--- config.mk ---
export PLATFORM = sky130hd
export DESIGN_NAME = alu_adder
export DESIGN_NICKNAME = d
export VERILOG_FILES = /design/src/rtl/alu_pkg.sv /design/src/rtl/alu_adder_full_adder_cell.sv /design/src/rtl/alu_adder.sv
export SDC_FILE = /design/constraint.sdc
export NUM_CORES = 1
export LEC_CHECK = 0
export BUFFER_PORTS_ARGS = -buffer_cell sky130_fd_sc_hd__clkbuf_2
export CORE_AREA = 3 3 40 42
export DETAILED_ROUTE_END_ITERATION = 6
export DIE_AREA = 0 0 43 45
export PLACE_DENSITY = 0.31
export SYNTH_ARGS = -nofsm -noshare
export SYNTH_HDL_FRONTEND = slang
export SYNTH_SLANG_ARGS = --single-unit
--- constraint.sdc ---
create_clock -name clk -period 1.7 [get_ports clk]
set_clock_uncertainty 0.15 [all_clocks]
set_input_delay 0.51 -clock clk [delete_from_list [all_inputs] [get_ports clk]]
set_output_delay 0.51 -clock clk [all_outputs]
set_load 0.05 [all_outputs]
--- src/rtl/alu_pkg.sv ---
// Shared ALU datapath types: default word width, word type and adder flag bundle.
package alu_pkg;
  localparam int ALU_WIDTH = 32;

  typedef logic [ALU_WIDTH-1:0] alu_word_t;

  typedef struct packed {
    logic carry;
    logic zero;
    logic overflow;
  } alu_flags_t;
endpackage

--- src/rtl/alu_adder_full_adder_cell.sv ---
// One-bit combinational full adder; the ripple chain in alu_adder is built from these.
module full_adder_cell (
  output logic s,
  output logic co,
  input  logic x,
  input  logic y,
  input  logic ci
);
  logic p;

  assign p  = x ^ y;
  assign s  = p ^ ci;
  assign co = (x & y) | (ci & p);
endmodule

--- src/rtl/alu_adder.sv ---
// Registered ripple-carry add/subtract with carry and zero flags, 1-cycle latency, no backpressure.
// Define ALU_ADDER_OVERFLOW_EN to add a registered signed-overflow output.
module alu_adder
  import alu_pkg::*;
#(
  parameter int WIDTH = 1
) (
  input  logic             clk,
  input  logic             rst,
  input  logic             in_valid,
  input  logic             sub,
  input  logic [WIDTH-1:0] a,
  input  logic [WIDTH-1:0] b,
  input  logic             c,
  output logic [WIDTH-1:0] sum,
  output logic             carry,
  output logic             zero,
  output logic             out_valid
`ifdef ALU_ADDER_OVERFLOW_EN
  ,
  output logic             overflow
`endif
);
  logic [WIDTH-1:0] bb;
  logic [WIDTH-1:0] sum_d;
  logic [WIDTH:0]   cy;

  assign bb    = sub ? ~b : b;
  assign cy[0] = c;

  // cy[i] is the carry into bit i; cy[WIDTH] is the carry out of the MSB.
  for (genvar i = 0; i < WIDTH; i++) begin : g_chain
    full_adder_cell u_cell (
      .s  (sum_d[i]),
      .co (cy[i+1]),
      .x  (a[i]),
      .y  (bb[i]),
      .ci (cy[i])
    );
  end

  always_ff @(posedge clk) begin
    if (rst) begin
      sum   <= '0;
      carry <= 1'b0;
      zero  <= 1'b1;
`ifdef ALU_ADDER_OVERFLOW_EN
      overflow <= 1'b0;
`endif
    end else if (in_valid) begin
      sum   <= sum_d;
      carry <= cy[WIDTH];
      zero  <= (sum_d == '0);
`ifdef ALU_ADDER_OVERFLOW_EN
      overflow <= cy[WIDTH] ^ cy[WIDTH-1];
`endif
    end
  end

  always_ff @(posedge clk) begin
    if (rst) out_valid <= 1'b0;
    else     out_valid <= in_valid;
  end
endmodule

After elaboration in Yosys (flattened, before gate mapping):

Index checks and enable logic that the tools add are counted.

* bits in latches: 0
* RAM bits: 0
* bits in read-only memories: 0
* memories kept: 0
* flip-flop bits (word level): 4
* word-level logic and storage cells: 12
* output and inout port bits: 4
* bits of input ports: 7

* eq/ne operators: 0
* bitwise operators: 7
* div/mod/pow operators: 0
* reductions and logical operators: 0
* magnitude comparators: 0
* add/subtract/negate cells: 0
* multiply operators: 0
* muxes and demuxes: 1
* shift operators: 0

Operator list (number)
* AND 1 bit: 2
* inverter 1 bit: 2
* XOR 1 bit: 2
* two-way mux 1 bit: 1
* bitwise OR 1 bit: 1

Longest topological paths before layout:

* word-level depth: 5
* depth in mapped cells: 4
* depth with buffers taken out: 4

Cells and area by module:

From an unflattened synthesis, not the netlist that was laid out.

* cells, all modules: 14
* area, all modules: 157.7 um^2

By module, submodules not included
* alu_adder: area each 137.6 um^2, seq. area each 80.1 um^2, cells each 13, times used 1
* full_adder_cell: area each 20.0 um^2, seq. area each 0.0 um^2, cells each 1, times used 1

Worst setup path before layout:

Ideal clock, no wire load.

* path kind: input to register
* from: input port sub
* to: register zero
* path buffers: 0
* required time: 1.436 ns
* arrival time: 1.324 ns
* library setup time: 0.114 ns
* cell stages on the path: 4
* setup slack: 0.112 ns
* cells stage by stage: xor2_1 > fa_1 > nand2_1 > a21o_1

* word-level cells in the longest chain between the ends: 4

Ends and longest elaborated chain
* start: declaration: RTL line alu_adder.sv:11 `input logic sub,`
* two-way mux 1 bit: RTL line alu_adder.sv:28 `assign bb = sub ? ~b : b;`
* XOR 1 bit: RTL line alu_adder_full_adder_cell.sv:11 `assign p = x ^ y;`
* XOR 1 bit: RTL line alu_adder_full_adder_cell.sv:12 `assign s = p ^ ci;`
* named net g_chain[0].u_cell.s: RTL line alu_adder_full_adder_cell.sv:3 `output logic s,`
* inverter 1 bit: RTL line alu_adder.sv:53 `zero <= (sum_d == '0);`
* end signal: assignment: RTL line alu_adder.sv:53
* end: declaration: RTL line alu_adder.sv:17 `output logic zero,`

The timed path passes the listed nets, and every way through them passes these cells.
A chain may end at the register's enable or synchronous reset.

Worst setup path in the final report:

* from: register carry
* to: output port carry

RTL lines
* start: declaration: RTL line alu_adder.sv:16 `output logic carry,`
* start signal: assignment: RTL line alu_adder.sv:52 `carry <= cy[WIDTH];`

No word-level cell between the ends.

==> results_dict.tcl <==
set metrics [dict create \
    hold_buffers 0 \
    finalCritPeriodShare_pct 87.57 \
    hold_path.class "reg2reg" \
    wl_per_cell_um 8.357 \
    ant_nets 0 \
    p_int_uw 200.4 \
    cp-start-kind "register" \
    clk_pin_slew_ns 0.04 \
    synth_top_cell_area_share_pct 50.79 \
    place.gp.congestion 0.6363 \
    cp_data_required_time_ns 1.04 \
    initial_core_util_pct 12.27 \
    synth_fp_nets 22 \
    synth.distinct_cells 11 \
    cts_buffers 3 \
    ir_worst_vdd_uv 485.9 \
    route.detailed.drc 0 \
    dieArea_um2 1935 \
    pwr_density_cell_nw_per_um2 1138 \
    h-tree-depth 1 \
    ctsResizeCount 0 \
    viasPerCell 3.524 \
    synth_seq_cells 4 \
    avgSynthCellArea_um2 11.26 \
    cp_data_arrival_time_ns 0.83 \
    worst-path-buf-inv 1 \
    ys.flop_type "dfxtp_1" \
    clock-sinks 4 \
    max_stage_delay_ns 0.32 \
    worstSetupEndpointType "output pin" \
    synth_area_leader_cell "dfxtp_1" \
    synthCells 14 \
    synthArstFlopShare_pct 0 \
    fin_cells 42 \
    seq_power_share_pct 37.2 \
    final-setup-viol-count 0 \
    cellLeakagePower_uw 0.0001201 \
    cts_tree "done" \
    die_w_um 43 \
    grt_max_degree 6 \
    maxSlewViolCount 0 \
    status "completed" \
    power_frac_comb_pct 21.7 \
    placedCellCount 39 \
    antenna_found_initial 0 \
    synth_edf_count 0 \
    cp.depth 1 \
    gr-total-overflow 0 \
    slowest_stage "dfxtp_1" \
    p_switching_uw 82.85 \
    synth_area_um2 157.7 \
    antenna_cells 0 \
    cp_top_family "flip-flops" \
    drive_above_1_share_pct 48.15 \
    clock_latency_ns 0.23 \
    critPathMaxFanout 2 \
    p_sw_share_pct 29.25 \
    fp.dieH_um 45 \
    dr.pass1.iters 2 \
    seq_area_frac_synth_pct 50.79 \
    cts_setup_buffers 0 \
    ff2ff_path_depth 2 \
    drt_iter0_drc 1 \
    maxCapViolations 0 \
    crit_chain "clkbuf_2" \
    grt_pass1_wl_um 662 \
    rsz0062_at_grt "no" \
    yosysMostFrequentCell "dfxtp_1" \
    grt_util_all_layers_pct 5.175 \
    crit_type "reg2out" \
    ys_top_cells_by_area "dfxtp_1 51%, fa_1 13%, mux2i_1 6.3%, xor2_1 5.6%, a21o_1 4.8%" \
    vias 148 \
    io_buffers 10 \
    fin_nets 37 \
    synth_warnings 0 \
    cts_root_buf "clkbuf_4" \
    hold_violations 0 \
    worst_pin_slew_ns 0.2789 \
    clockPowerShare_pct 41.1 \
    slew_headroom_pct 81.48 \
    io_pins 11 \
    cts_buffer_depth 2 \
    num_rows 13 \
    hold_slack_ns 0.3263 \
    fin_crit_ns 1.489 \
    core_area_um2 1285 \
    syn_to_final_growth_pct 57.94 \
    timing.fmax_ghz 0.6717 \
    drt-total-wl_um 351 \
    grt_pass1_vias 170 \
    hold_depth 2 \
]
[state kept, by name (all words and copies together) (netlist names)]
| register | count |
|---|---|
| carry | 1 |
| out_valid | 1 |
| sum | 1 |
| zero | 1 |
[worst reg2reg max path, cell delays in order, from the launching register on]
cell and delay, ns:
dfxtp_1 0.30, or2_1 0.20, a21o_1 0.18
[power by group through the flow]
stage	Sequential (µW)	Clock (µW)	Combinational (µW)
after detailed placement	107	0	62.4
after CTS	106	123	62.9
final	105	116	61.4
after global placement	107	0	62.4
after global routing	106	133	67.8
after floorplan	134	0	14.5
[metal layers]
metal	GRT usage [%]	vias up	share of wire (%)
met5	0	-	0
met4	0	0	0
met3	7.968	0	20
met2	6.886	10	41
met1	4.612	65	38
li1	-	73	-
[layout by cell type (no fill, tap or decap)]
| cell type | synthesis | layout |
|---|---|---|
| xor2_1 | 1 | 1 |
| clkbuf_2 | 0 | 10 |
| a21o_1 | 1 | 1 |
| dfxtp_1 | 4 | 4 |
| nand2_1 | 1 | 1 |
| or2_1 | 1 | 1 |
| mux2i_1 | 1 | 1 |
| clkbuf_4 | 0 | 3 |
| nor2_1 | 1 | 1 |
| a21oi_1 | 1 | 1 |
| nand2b_1 | 1 | 1 |
| nor2b_1 | 1 | 1 |
| fa_1 | 1 | 1 |
[cell families (layout without fill, tap and decap cells)]
| logic type | after synthesis | after routing | synth area share (%) |
|---|---|---|---|
| AND/OR/NAND/NOR | 5 | 5 | 16.67 |
| XOR/XNOR | 1 | 1 | 5.557 |
| adder cells (fa/ha/maj) | 1 | 1 | 12.70 |
| multiplexers | 1 | 1 | 6.349 |
| buffers and inverters | 0 | 13 | 0 |
| flip-flops | 4 | 4 | 50.80 |
| AO/OA/AOI/OAI | 2 | 2 | 7.935 |
[metrics by stage]
| step | setup slack (ns) | utilization [%] | setup TNS, ns | instance area, µm² | total power [µW] |
|---|---|---|---|---|---|
| floorplan | 0.1120 | - | 0 | 157.7 | 148.7 |
| global placement | -0.02007 | 17.62 | -0.02007 | 226.5 | 169.0 |
| detailed placement | -0.02499 | 17.62 | -0.02499 | 226.5 | 169.4 |
| CTS | 0.1967 | 19.38 | 0 | 249.0 | 291.3 |
| global route | 0.1638 | 19.38 | 0 | 249.0 | 306.8 |
| finish | 0.2113 | 19.38 | 0 | 249.0 | 283.2 |
[path summary, 6_finish.rpt]
kind / from / endpoint / slack (ns)
min reg2reg: sum$_SDFFE_PP0P_ / sum$_SDFFE_PP0P_ / 0.33
max reg2reg: zero$_SDFFE_PP1P_ / zero$_SDFFE_PP1P_ / 0.77
max: carry$_SDFFE_PP0P_ / carry / 0.21
min: sum$_SDFFE_PP0P_ / sum$_SDFFE_PP0P_ / 0.33
[final cells by class]
type,instances,area [µm²]
clock buffers,3,22.52
fillers,146,1036
multi-input cells,10,77.57
flip-flops and latches,4,80.08
well taps,15,18.77
repair buffers,10,50.05
(Power assumes the default switching activity.)
